`src/rtl/alu_pipe_pkg.sv`:
```
// Shared definitions for the pipelined EX-stage ALU: operation codes,
// FSM state encoding and the helper that spots multiply operations.
package alu_pipe_pkg;

  localparam int OP_W = 4;

  // 4-bit operation codes presented on alu_pipe.op
  typedef enum logic [OP_W-1:0] {
    OP_ADD  = 4'h0,
    OP_SUB  = 4'h1,
    OP_MOV  = 4'h2,
    OP_AND  = 4'h3,
    OP_OR   = 4'h4,
    OP_XOR  = 4'h5,
    OP_NAND = 4'h6,
    OP_NOR  = 4'h7,
    OP_XNOR = 4'h8,
    OP_NOT  = 4'h9,
    OP_SHL  = 4'hA,
    OP_SHR  = 4'hB,
    OP_SRA  = 4'hC,
    OP_MUL  = 4'hD,
    OP_MULH = 4'hE,
    OP_RSVD = 4'hF
  } op_e;

  // Top-level control FSM: IDLE accepts work, MUL waits for the multiplier
  typedef enum logic {
    ST_IDLE = 1'b0,
    ST_MUL  = 1'b1
  } state_e;

  // True for the two operations handled by the iterative multiplier
  function automatic logic is_mul(input op_e op);
    return (op == OP_MUL) || (op == OP_MULH);
  endfunction

endpackage

```
`src/rtl/alu_seq_mul.sv`:
```
// Iterative HW x HW unsigned multiplier, radix-2 shift-add, one multiplier
// bit per cycle. A start pulse loads the operands; the unit then stays busy
// for exactly HW cycles. done is high during the final iteration cycle, and
// product carries the complete result in that same cycle so the caller can
// register it on the closing edge. rst or flush discards any partial product.
module alu_seq_mul #(
  parameter int HW = 8
) (
  input  logic            clk,
  input  logic            rst,
  input  logic            flush,
  input  logic            start,
  input  logic [HW-1:0]   a,
  input  logic [HW-1:0]   b,
  output logic            busy,
  output logic            done,
  output logic [2*HW-1:0] product
);

  localparam int CNT_W = (HW > 1) ? $clog2(HW) : 1;
  localparam logic [CNT_W-1:0] LAST = CNT_W'(HW - 1);

  logic [CNT_W-1:0]  count;
  logic [2*HW-1:0]   acc;
  logic [2*HW-1:0]   mcand;
  logic [HW-1:0]     mplier;
  logic [2*HW-1:0]   acc_next;

  // Partial sum including the current multiplier bit
  always_comb begin
    acc_next = acc + (mplier[0] ? mcand : '0);
  end

  assign done    = busy && (count == LAST);
  assign product = acc_next;

  // Iteration engine: load on start, then shift-add one bit per cycle
  always_ff @(posedge clk) begin
    if (rst || flush) begin
      busy   <= 1'b0;
      count  <= '0;
      acc    <= '0;
      mcand  <= '0;
      mplier <= '0;
    end else if (start && !busy) begin
      busy   <= 1'b1;
      count  <= '0;
      acc    <= '0;
      mcand  <= {{HW{1'b0}}, a};
      mplier <= b;
    end else if (busy) begin
      acc    <= acc_next;
      mcand  <= mcand << 1;
      mplier <= mplier >> 1;
      if (count == LAST) begin
        busy  <= 1'b0;
        count <= '0;
      end else begin
        count <= count + 1'b1;
      end
    end
  end

endmodule

```
`src/rtl/alu_pipe.sv`:
```
// Pipelined, handshaked EX-stage ALU. Single-cycle registered add/sub/move/
// logic/shift; half-width multiplies run on alu_seq_mul over WIDTH/2 cycles.
// A tag rides along with each operation to the result port.
// Optional build macro: ALU_PIPE_FLAGS_EN adds registered zf/nf/vf outputs.
//
// Handshake: a transfer happens on a rising edge where valid and ready are
// both high. A source holding valid without ready keeps its payload stable;
// ready never depends on the same-side valid. in_ready = IDLE and the output
// register either empty or being drained this cycle; while out_valid is high
// and out_ready low, y/cout/res_tag (and flags) hold.
module alu_pipe
  import alu_pipe_pkg::*;
#(
  parameter int WIDTH = 16,
  parameter int TAG_W = 3
) (
  input  logic             clk,
  input  logic             rst,
  input  logic             flush,
  input  logic             in_valid,
  output logic             in_ready,
  input  logic [OP_W-1:0]  op,
  input  logic [WIDTH-1:0] a,
  input  logic [WIDTH-1:0] b,
  input  logic [TAG_W-1:0] op_tag,
  output logic             out_valid,
  input  logic             out_ready,
  output logic [WIDTH-1:0] y,
  output logic             cout,
  output state_e           dbg_state,
  output logic [TAG_W-1:0] res_tag
`ifdef ALU_PIPE_FLAGS_EN
  ,
  output logic             zf,
  output logic             nf,
  output logic             vf
`endif
);

  localparam int HW   = WIDTH / 2;
  localparam int SH_W = $clog2(WIDTH);

  state_e           state;
  op_e              op_q;
  logic             accept;
  logic [TAG_W-1:0] pend_tag;

  logic [WIDTH:0]   sum;
  logic [WIDTH:0]   diff;
  logic [SH_W-1:0]  sh_amt;
  logic             sh_big;
  logic [WIDTH-1:0] sra_res;
  logic [WIDTH-1:0] alu_y;
  logic             alu_c;

  logic             mul_start;
  logic             mul_busy;
  logic             mul_done;
  logic [HW-1:0]    mul_a;
  logic [HW-1:0]    mul_b;
  logic [WIDTH-1:0] mul_product;

  assign op_q      = op_e'(op);
  assign in_ready  = (state == ST_IDLE) && !mul_busy && (!out_valid || out_ready);
  assign accept    = in_valid && in_ready;
  assign mul_start = accept && is_mul(op_q);
  assign dbg_state = state;

  // MULH multiplies the upper halves, MUL the lower halves
  assign mul_a = (op_q == OP_MULH) ? a[WIDTH-1:HW] : a[HW-1:0];
  assign mul_b = (op_q == OP_MULH) ? b[WIDTH-1:HW] : b[HW-1:0];

  alu_seq_mul #(
    .HW(HW)
  ) u_mul (
    .clk     (clk),
    .rst     (rst),
    .flush   (flush),
    .start   (mul_start),
    .a       (mul_a),
    .b       (mul_b),
    .busy    (mul_busy),
    .done    (mul_done),
    .product (mul_product)
  );

  // Adder/subtractor with carry out; SUB carry is the no-borrow (a >= b) flag
  always_comb begin
    sum  = {1'b0, a} + {1'b0, b};
    diff = {1'b0, a} + {1'b0, ~b} + {{WIDTH{1'b0}}, 1'b1};
  end

  // Shift amount uses the low bits of b; any higher bit saturates the shift
  always_comb begin
    sh_amt  = b[SH_W-1:0];
    sh_big  = |b[WIDTH-1:SH_W];
    sra_res = $signed(a) >>> sh_amt;
  end

  // Single-cycle result mux for every non-multiply operation
  always_comb begin
    alu_y = '0;
    alu_c = 1'b0;
    case (op_q)
      OP_ADD: begin
        alu_y = sum[WIDTH-1:0];
        alu_c = sum[WIDTH];
      end
      OP_SUB: begin
        alu_y = diff[WIDTH-1:0];
        alu_c = diff[WIDTH];
      end
      OP_MOV:  alu_y = a;
      OP_AND:  alu_y = a & b;
      OP_OR:   alu_y = a | b;
      OP_XOR:  alu_y = a ^ b;
      OP_NAND: alu_y = ~(a & b);
      OP_NOR:  alu_y = ~(a | b);
      OP_XNOR: alu_y = ~(a ^ b);
      OP_NOT:  alu_y = ~a;
      OP_SHL:  alu_y = sh_big ? '0 : (a << sh_amt);
      OP_SHR:  alu_y = sh_big ? '0 : (a >> sh_amt);
      OP_SRA:  alu_y = sh_big ? {WIDTH{a[WIDTH-1]}} : sra_res;
      default: alu_y = '0;
    endcase
  end

`ifdef ALU_PIPE_FLAGS_EN
  logic alu_v;

  // Signed overflow: operands agree in sign (after negating b for SUB) but result differs
  always_comb begin
    alu_v = 1'b0;
    case (op_q)
      OP_ADD: alu_v = (a[WIDTH-1] == b[WIDTH-1]) && (sum[WIDTH-1] != a[WIDTH-1]);
      OP_SUB: alu_v = (a[WIDTH-1] != b[WIDTH-1]) && (diff[WIDTH-1] != a[WIDTH-1]);
      default: alu_v = 1'b0;
    endcase
  end
`endif

  // Control FSM and output register; rst/flush clear everything first
  always_ff @(posedge clk) begin
    if (rst || flush) begin
      state     <= ST_IDLE;
      out_valid <= 1'b0;
      y         <= '0;
      cout      <= 1'b0;
      res_tag   <= '0;
      pend_tag  <= '0;
`ifdef ALU_PIPE_FLAGS_EN
      zf        <= 1'b0;
      nf        <= 1'b0;
      vf        <= 1'b0;
`endif
    end else begin
      if (out_valid && out_ready) begin
        out_valid <= 1'b0;
      end
      case (state)
        ST_IDLE: begin
          if (accept) begin
            if (is_mul(op_q)) begin
              state    <= ST_MUL;
              pend_tag <= op_tag;
            end else begin
              out_valid <= 1'b1;
              y         <= alu_y;
              cout      <= alu_c;
              res_tag   <= op_tag;
`ifdef ALU_PIPE_FLAGS_EN
              zf        <= (alu_y == '0);
              nf        <= alu_y[WIDTH-1];
              vf        <= alu_v;
`endif
            end
          end
        end
        ST_MUL: begin
          if (mul_done) begin
            state     <= ST_IDLE;
            out_valid <= 1'b1;
            y         <= mul_product;
            cout      <= 1'b0;
            res_tag   <= pend_tag;
`ifdef ALU_PIPE_FLAGS_EN
            zf        <= (mul_product == '0);
            nf        <= mul_product[WIDTH-1];
            vf        <= 1'b0;
`endif
          end
        end
        default: state <= ST_IDLE;
      endcase
    end
  end

endmodule
```
`config.mk`:
```
export PLATFORM = sky130hd
export DESIGN_NAME = alu_pipe
export DESIGN_NICKNAME = d
export VERILOG_FILES = /design/src/rtl/alu_pipe_pkg.sv /design/src/rtl/alu_seq_mul.sv /design/src/rtl/alu_pipe.sv
export SDC_FILE = /design/constraint.sdc
export NUM_CORES = 1
export LEC_CHECK = 0
export CAP_MARGIN = 5
export CELL_PAD_IN_SITES_DETAIL_PLACEMENT = 2
export CELL_PAD_IN_SITES_GLOBAL_PLACEMENT = 2
export CORE_MARGIN = 3
export CORE_UTILIZATION = 35
export CTS_CLUSTER_DIAMETER = 200
export DETAILED_ROUTE_END_ITERATION = 12
export DONT_BUFFER_PORTS = 1
export HOLD_SLACK_MARGIN = 0.05
export PLACE_DENSITY = 0.89
export SLEW_MARGIN = 20
export SYNTH_ARGS = -nofsm -noshare
export SYNTH_HDL_FRONTEND = slang
export SYNTH_SLANG_ARGS = --single-unit
```
`constraint.sdc`:
```
create_clock -name clk -period 3.5 [get_ports clk]
set_clock_uncertainty 0.05 [all_clocks]
set_input_delay 0.875 -clock clk [delete_from_list [all_inputs] [get_ports clk]]
set_output_delay 0.875 -clock clk [all_outputs]
set_load 0.01 [all_outputs]
```
**Yosys cells after proc, flatten, opt, wreduce, memory -nomap -nowiden**

Cells that the tools add are included.

- Logic and storage cells: 102
- Output and inout bits: 23
- Register bits: 69
- Input bits: 44

- Eq/ne operators: 18
- Add/subtract/negate cells: 5
- Mux-type cells: 37
- Reduce and logical (&&, ||, !) cells: 18
- Bitwise logic cells: 9
- Shifts and indexed selects: 3

Operators with widths:

| cell | number |
|---|---|
| one-hot mux 16 bit (13 select lines) | 1 |
| two-way mux 16 bit | 7 |
| inverter 16 bit | 5 |
| two-way mux 8 bit | 6 |
| adder 16 x 16 -> 17 bit | 2 |
| one-hot mux 16 bit (2 select lines) | 1 |
| equality test 4 bit, second input constant | 7 |
| adder 17 x 1 -> 17 bit, second input constant | 1 |
| adder 16 bit | 1 |
| bitwise AND 16 bit | 1 |
| equality test 4 x 3 -> 1 bit, second input constant | 4 |
| bitwise OR 16 bit | 1 |
| << shifter 16 x 4 -> 16 bit | 1 |
| right shift 16 x 4 -> 16 bit | 1 |
| >>> shifter 16 x 4 -> 16 bit | 1 |
| bitwise XOR 16 bit | 1 |
| two-way mux 1 bit | 13 |
| two-way mux 3 bit | 4 |
| OR reduction 12 bit | 1 |
| equality test 4 x 2 -> 1 bit, second input constant | 2 |
| one-hot mux 1 bit (2 select lines) | 4 |
| logical AND 1 bit | 7 |
| one-hot mux 3 bit (2 select lines) | 1 |
| AND reduction 3 bit | 2 |
| 11 further kinds | 15 |

**Logic depth before layout (Yosys ltp)**

Gate-level depths: netlist of run 1.

- Word-level depth: 7
- Gate-level depth with buffers: 12
- Gate-level depth less buffers: 12

**By module**

Synthesis of run 1 repeated with hierarchy kept, for this count alone.

- Cells, all modules: 1217
- Area total of the unflattened synthesis: 8773.4 sq um

By module, submodules not included:

| module | area each (sq um) | instances | cells each | seq. area each (sq um) |
|---|---|---|---|---|
| alu_pipe | 6187.2 | 1 | 913 | 500.5 |
| alu_seq_mul | 2586.2 | 1 | 304 | 880.8 |

**Worst setup path after synthesis of run 1**

OpenSTA, ideal clock, no wires.

- Path type: input port to flip-flop
- Start point: input b[2]
- End point: register y[15]
- Library setup time: 0.121 ns
- Stages: 11
- Required time: 3.329 ns
- Buffers on the path: 2
- Arrival time: 3.262 ns
- Path slack: 0.067 ns
- Path through: buf_2 > clkinv_1 > buf_1 > ha_1 > or4_1 > nand4_1 > and4_1 > nor3_1 > o21a_1 > o31ai_2 > a21oi_1

- Word-level cells in the longest chain between the ends: 7
- Elaborated cells between the ends (all ways): 14
- Those cells by class: 3 x add/sub; 3 x shift; 7 x mux; 1 x bitwise

RTL lines:

| item | line | text |
|---|---|---|
| start: declaration | alu_pipe.sv:24 | `input logic [WIDTH-1:0] b,` |
| inverter 16 bit | alu_pipe.sv:90 | `diff = {1'b0, a} + {1'b0, ~b} + {{WIDTH{1'b0}}, 1'b1};` |
| adder 16 x 16 -> 17 bit | alu_pipe.sv:90 |  |
| adder 17 x 1 -> 17 bit | alu_pipe.sv:90 |  |
| one-hot mux 16 bit (13 select lines) (*) | alu_pipe.sv:104 | `case (op_q)` |
| two-way mux 16 bit (*) | alu_pipe.sv:163 | `if (is_mul(op_q)) begin` |
| two-way mux 16 bit (*) | alu_pipe.sv:162 | `if (accept) begin` |
| one-hot mux 16 bit (2 select lines) (*) | alu_pipe.sv:160 | `case (state)` |
| end signal: assignment | alu_pipe.sv:168 | `y <= alu_y;` |
| end signal: assignment | alu_pipe.sv:183 | `y <= mul_product;` |
| end: declaration | alu_pipe.sv:28 | `output logic [WIDTH-1:0] y,` |

Mark *: on every way between the ends. The rest lies on a longest branch, timed or not. The select of a mux whose other input is x is not followed.
A chain may end at the register's enable or synchronous reset.

**Worst setup path after layout of run 1**

- Start point: input a[0]
- End point: register y[10]

- Word-level cells in the longest chain between the ends: 6
- Elaborated cells between the ends (all ways): 13
- Those cells by class: 3 x add/sub; 3 x shift; 7 x mux

RTL lines:

| item | line | text |
|---|---|---|
| start: declaration | alu_pipe.sv:23 | `input logic [WIDTH-1:0] a,` |
| adder 16 x 16 -> 17 bit, or another cell as far along | alu_pipe.sv:90 |  |
| adder 17 x 1 -> 17 bit, or another cell as far along | alu_pipe.sv:90 |  |
| one-hot mux 16 bit (13 select lines) (*) | alu_pipe.sv:104 |  |
| two-way mux 16 bit (*) | alu_pipe.sv:163 |  |
| two-way mux 16 bit (*) | alu_pipe.sv:162 |  |
| one-hot mux 16 bit (2 select lines) (*) | alu_pipe.sv:160 |  |

Marks and branches as above.

==> summary.md, run 1 <==
A synthesized cell averages 7.42 um2. Across the run, the number of max-cap violations was 0. The final instance count without filler cells is 1405.

The number of buffers added on ports was 0; the setup violation total in the final timing report was 0. Along the worst path, the maximum fanout reaches 7. The initialized floorplan defines 55 standard-cell rows. For the number of antenna violations at the first check in global routing, the log shows 0. The aggregate global-route resource usage was 0.323; the total number of vias was 9678. In the synthesized netlist, the cells that appear most often are nor2_1 (138), a21oi_1 (99), nand2_1 (94). After routing, the total negative slack on setup checks comes to 0 ns. The share of final-layout standard cells stronger than drive strength 1 is 0.0824, and the number of synthesis warnings is 0. Maximum number of buffers from clock root to sink: 2.

The number of nets in the synthesized netlist was 1238; the die outline width was 160 um. The clock-pin transition on the worst setup and hold timing paths works out to 0.06 ns. The tools report the number of pins with negative max-slew slack in the final report as 0. nor2_1 is the most common cell in the netlist.

Pin placement for this block handled 67 I/O pins. The region available for standard cell placement spans 23100 um2. The tree is rooted in a clkbuf_16.

The detailed router finished its first iteration with 1213 violations. The average wire length per cell after detail routing came out at 30.2 um. TritonCTS built the clock tree. The tools report the global-route met2 utilization as 0.515. Cell taking the most area after synthesis: dfxtp_1.

In this run the vertical extent of the chip is 160 um. Timing would allow up to 0.298 GHz. The setup path with the least slack is of type primary input to flip-flop. The first global-routing pass estimated 64800 um of wire. Proportion of synthesized chip area in sequential cells: 0.166. The ratio of routed vias to standard cells is 6.89, and the final wirelength is 42500 um. The effective utilization at floorplan was 0.362. The number of distinct library cell variants in the gate-level netlist after synthesis was 83. Setup repair after global routing left no endpoint under its margin.

The area of the die was 25700 um2. For the worst setup path, the data arrival time is 3.50 ns. Remaining max-slew budget at the tightest pin: 0.471. The slew at the pin closest to its max-slew limit came out at 0.783 ns. The post-detailed-route count of antenna-violating nets was 0; the power density over the cells was 291 nW/um2. Part of the cycle the worst path needs: 0.958. In this run the worst hold path is classified as flip-flop to flip-flop. The flow ran to the end, and the final reports show no timing, DRC or antenna violations. The number of buffers added by the clock tree synthesis step came out at 9. The fraction of synthesis flops using an asynchronous set or reset pin works out to 0. The logs give 1201 for the net count of the finished layout and 1389 for the number of instances in the placed design. The number of antenna diodes in the final layout is 0. The tools report the number of global-route vias before repair as 10.3k.

The global routing usage on met1 is 0.404, and the final-report hold violation count is 0. Data on the critical path is required at its endpoint by 3.65 ns. The run gives 0.0836 as the met3 routing resource usage after global routing. Detailed placement ended at an HPWL of 29800 um. The share of the synthesized area in the top cell type came out at 0.166. For this run the aggregate overflow at the end of global routing stands at 0.

The completed layout was analyzed and its total power is 2.60 mW. The buffer count from post-CTS setup fixing came out at 0. Yosys mapped a number of flops with a built-in enable equal to 0.

The layout overhead on the synthesized area works out to 7.29%. In this run the static leakage power is 3.51 nW. The area of all placed cells without fillers is 8950 um2. The minimum clock period is 3.35 ns. The startpoint type of the worst setup path is a primary input.

The placed cell area came out at 8630 um2. For the worst ir drop on vdd, the log shows 0.226 mV. The first detailed-routing pass took 6 iterations.

The worst setup path is captured at a flip-flop. Routability-driven placement finished with a final weighted congestion of 0.989. The total DRC errors in the routed layout came out at 0. For this run, the leading register cell type out of synthesis is dfxtp_1. Clock latency reported for the late side of the worst-skew pair: 0.35 ns.

Global routing's busiest layer: met2. Synthesis handed over a netlist of 1124 instances. The TritonCTS sink count came out at 69. The netlist area before placement is 8340 um2, and the pin count of the biggest net entering global routing is 71. Synthesis inferred 69 register bits.

By area the synthesized netlist is led by dfxtp_1 (17%), ha_1 (10%), mux2i_1 (7.6%). Deepest level of the CTS H-tree: 3.
==> flip-flops by register name, indices dropped and copies added, names as in the netlist <==
| signal | flops |
|---|---|
| out_valid | 1 |
| y | 16 |
| pend_tag | 3 |
| u_mul.count | 3 |
| u_mul.busy | 1 |
| u_mul.acc | 16 |
| u_mul.mplier | 8 |
| cout | 1 |
| res_tag | 3 |
| u_mul.mcand | 16 |
| dbg_state | 1 |
==> routing by layer <==
| metal | up-vias | wire length, um | part of all wire |
|---|---|---|---|
| met5 | - | 0 | 0 |
| met4 | 0 | 2460 | 0.058 |
| met3 | 160 | 4170 | 0.098 |
| met2 | 581 | 19200 | 0.45 |
| met1 | 4854 | 16600 | 0.39 |
| li1 | 4083 | - | - |
==> where the power goes <==
group	leakage, nW	switching [mW]	internal (mW)	total, mW
Clock	0.149	0.386	0.576	0.962
Combinational	2.80	0.515	0.306	0.820
Sequential	0.558	0.0206	0.800	0.820
==> worst max-delay path, stage by stage <==
cell and delay (ns):
inv_1 0.09, ha_1 0.21, inv_1 0.07, fa_1 0.43, nor2b_1 0.18, o21ai_1 0.21
a31oi_1 0.23, a21o_1 0.24, a21oi_1 0.18, o221ai_1 0.15, a211oi_1 0.44, o21ai_0 0.19
==> per-stage QoR <==
step                setup slack [ns]  hold WS [ns]   util
floorplan                     0.0671         0.411      -
global placement              0.0116         0.423  0.374
detailed placement           -0.0908         0.449  0.374
CTS                            0.149         0.467  0.388
global route                  0.0154         0.502  0.388
finish                         0.146         0.467  0.388
==> area by class of cell <==
cell class,instances,area [um2]
clock buffers,10,239
clock inverters,6,68.8
fillers,2665,14100
inverters,56,210
multi-input cells,911,6350
flip-flops and latches,69,1380
well taps,313,392
repair buffers,40,300
==> layout by cell type (no fill, tap or decap), types with 12 or more instances in the layout <==
cell type  count
a211oi_1      30
a221oi_1      20
dfxtp_1       68
nor2_1       138
o211ai_1      15
o22ai_1       14
nand2_1       94
inv_1         52
nand3_1       15
buf_4         40
mux2i_1       63
a31oi_1       12
a21oi_1       99
o21ai_0       63
and2_1        18
nor3_1        25
ha_1          67
xnor2_1       15
nor2b_1       12
==> cell families after synthesis <==
kind of cell | synth area share
fa+ha+maj | 0.108
xor+xnor | 0.0221
mux | 0.135
compound gates | 0.301
simple gates | 0.195
flops | 0.166
buf+inv | 0.0738
==> worst paths after layout <==
kind / from / end / slack [ns] / cells past startpoint
worst max-delay path: a[0] / y[10]$_SDFFE_PP0P_ / 0.15 / 12
worst min register to register: pend_tag[1]$_SDFFE_PP0P_ / pend_tag[1]$_SDFFE_PP0P_ / 0.47 / 2
worst max register to register: u_mul.mcand[0]$_SDFFE_PP0P_ / u_mul.acc[14]$_SDFFE_PP0P_ / 0.15 / 12
worst min-delay path: pend_tag[1]$_SDFFE_PP0P_ / pend_tag[1]$_SDFFE_PP0P_ / 0.47 / 2
==> timing repair <==
action / in CTS / in global routing
hold buffers: 0 / 0
setup endpoints to repair: 0 / 2
gates resized for setup: 0 / 1
(Power assumes the default switching activity.)
==> run 2, diff against run 1 <==
CTS_BUF_LIST = sky130_fd_sc_hd__clkbuf_8   (was unset)
==> run 2 against run 1 <==
Against the previous run: critical path type unchanged; critical endpoint is now y[14]$_SDFFE_PP0P_; largest cell class unchanged; die area is the same; design area shrank 1.0%; non-clock buffer count is the same; clock power shrank 27%; sequential power is essentially flat; worst hold slack gained 0.0035 ns; first-iteration DRC count shrank 7.8%; setup slack gained 0.021 ns; flip-flop and latch count is the same; register-to-register slack gained 0.10 ns; clock-buffer cell count is the same.
==> summary.md, run 2 (synthesized netlist as in run 1, its figures left out) <==
The run finished with clean final reports. Including well taps, the total number of placed cells is 1389. Across all layers, the routed design uses 9641 vias. The total power draw was 2.34 mW; the pin count of the biggest net entering global routing was 71. The tools report the nature of the critical path endpoint as a flip-flop.

The layout overhead on the synthesized area came out at 6.18%. The reported max-cap violation count is 0. The setup violation total in the final timing report came out at 0. The largest registers in the layout are u_mul.acc (16), u_mul.mcand (16), y (16). Number of pins with negative max-slew slack in the final report: 0. Die height: 160 um. Most frequent standard cell in the layout excluding fill and tap cells: nor2_1. Maximum number of buffers from clock root to sink: 2. In this run the clock root is driven by a clkbuf_8. The region available for standard cell placement spans 23100 um2.

After detailed routing, the number of remaining DRC violations is 0. The tools report the startpoint type of the worst setup path as a primary input. For this design the total switching power over the nets is 0.880 mW. The run gives 9 as the number of buffers added by the clock tree synthesis step. The cell depth of the worst flop-to-flop path was 12; the combinational group share of total power was 0.350. For this run the aggregate overflow at the end of global routing stands at 0. After detailed routing, the average wire length per cell comes to 29.9 um. After routing the design area is 8850 um2.

For the critical path required time, the log shows 3.68 ns. The routed design has 42000 um of wire. TritonCTS built the clock tree. The worst ir drop on vdd was 0.219 mV.

In the routed layout, each cell is associated on average with a via count of 6.86. The signal on the critical path passes through inv_1, ha_1, inv_1, fa_1, nor2b_1, o21ai_1, a31oi_1, a221oi_1, o31a_1, xor2_1, a32oi_1, a31oi_1. For the aggregate global-route resource usage, the log shows 0.317. After clock tree synthesis, the clock-pin slew on the worst setup and hold paths is 0.08 ns. Setup repair after global routing left no endpoint under its margin. The part of the power in the clock network came out at 0.300.

The H-tree was split into 3 levels. The run gives 0.362 as the effective utilization at floorplan. The sequential fraction of design power is 0.350. Across all setup checks in the final design, the least slack found is 0.167 ns. The filler cells instantiated in the layout total 2689.

The area of the die is 25700 um2. The maximum achievable frequency is 0.300 GHz, and the minimum setup slack after placement is -0.0908 ns. The remaining max-slew budget at the tightest pin was 0.488; the number of antenna violations at the first check in global routing was 0. The pre-antenna-repair detailed-routing pass consisted of 5 iterations. The tools report the number of global-route vias before repair as 10.2k. Leaving out fill and tap cells, the most frequent cells in the layout are nor2_1 (138), a21oi_1 (99), nand2_1 (94), dfxtp_1 (68), ha_1 (67). The number of buffers added on ports came out at 0. The number of top-level pins was 67.

The fraction of power spent switching nets was 0.376; the internal power of the cells was 1.46 mW. The worst-path cell with the longest stage delay was a221oi_1. The floorplan has 55 rows.

The global-route wire length before repair was 64100 um; the minimum clock period was 3.33 ns. The run gives 1405 as the final instance count without filler cells. In this run the worst hold path is classified as flip-flop to flip-flop.

In this run the register-to-register setup slack is 0.25 ns. The signal arrival time at the worst endpoint was 3.51 ns. In this run the remaining antenna-violating nets after routing total 0.

For this design the ratio of total power to cell area is 264 nW/um2. The critical setup path kind is primary input to flip-flop. From left edge to right edge, the die measures 160 um. The clock latency reported for the late side of the worst-skew pair is 0.36 ns, and the number of inserted diodes is 0. At the pin with the least slew margin, the transition time is 0.758 ns.

Summed over all cells, the static leakage comes to 3.46 nW. The routability congestion estimate from global placement was 0.989; the iteration-0 DRC count of the detailed router was 1118. Summed over all nets, the half-perimeter wirelength after detailed placement is 29800 um. Final-report hold violation count: 0. The tools report the net count of the finished layout as 1201. The part of the cycle the worst path needs was 0.952; the worst-path maximum fanout was 7. For the TritonCTS sink count, the log shows 69.

The worst hold path was traced through 2 stages. The placed instances occupy a cell area of 8630 um2. The share of final-layout standard cells stronger than drive strength 1 is 0.0824.

The maximum single-stage delay on the critical path works out to 0.53 ns.
==> run 2: cell count changes in the layout (fill, tap and decap cells not counted) <==
cell,before,now
clkbuf_16,9,0
a31oi_2,1,0
clkbuf_8,1,10
o21ai_0,63,62
a31oi_4,0,1
o21ai_1,5,6
==> run 2: cell type report <==
type                    count  area [um2]  share of cell area
clock buffers              10         138              0.0155
clock inverters             6        68.8             0.00777
inverters                  56         210              0.0237
multi-input cells         911        6360               0.719
flip-flops and latches     69        1380               0.156
well taps                 313         392              0.0442
repair buffers             40         300              0.0339
==> run 2: routing by layer <==
layer	vias up	wire length, um	share of wire	track usage
met1	4841	16600	0.40	0.402
met2	584	19500	0.46	0.516
met3	136	3920	0.093	0.0686
li1	4080	-	-	-
met5	-	0	0	0
met4	0	2000	0.048	0.141
==> run 2: final timing paths <==
kind                                                   from                  endpoint
worst min-delay path               pend_tag[2]$_SDFFE_PP0P_  pend_tag[2]$_SDFFE_PP0P_
worst max register to register  u_mul.mcand[0]$_SDFFE_PP0P_        y[14]$_SDFFE_PP0P_
worst min register to register     pend_tag[2]$_SDFFE_PP0P_  pend_tag[2]$_SDFFE_PP0P_
worst max-delay path                                   a[0]        y[14]$_SDFFE_PP0P_
==> run 2: power groups by stage <==
stage / clock [mW] / sequential, mW / combinational (mW)
2_1_floorplan: 0 / 0.829 / 0.582
3_3_place_gp: 0 / 0.837 / 0.733
3_5_place_dp: 0 / 0.837 / 0.771
4_1_cts: 0.705 / 0.819 / 0.789
5_1_grt: 0.736 / 0.821 / 0.868
6_report: 0.701 / 0.819 / 0.818
==> run 2: what timing repair did <==
action | 4_1_cts | 5_1_grt
gates resized for setup | 0 | 3
setup buffers | 0 | 0
hold buffers | 0 | 0
endpoints found under the setup margin | 0 | 2
==> run 2: critical path: cells and delay by family <==
family	cells	cell delay, ns
adders and majority gates	2	0.65
AOI/OAI and AO/OA	6	1.55
buffers and inverters	2	0.17
and+or+nand+nor	1	0.18
xor gates and xnor gates	1	0.08
==> run 2: metrics by stage <==
stage                     setup TNS, ns  utilization  hold WS, ns
final                                 0        0.384        0.471
after global routing                  0        0.384        0.510
after CTS                             0        0.383        0.473
after detailed placement         -0.169        0.374        0.449
after global placement                0        0.374        0.423
after floorplan                       0            -        0.411
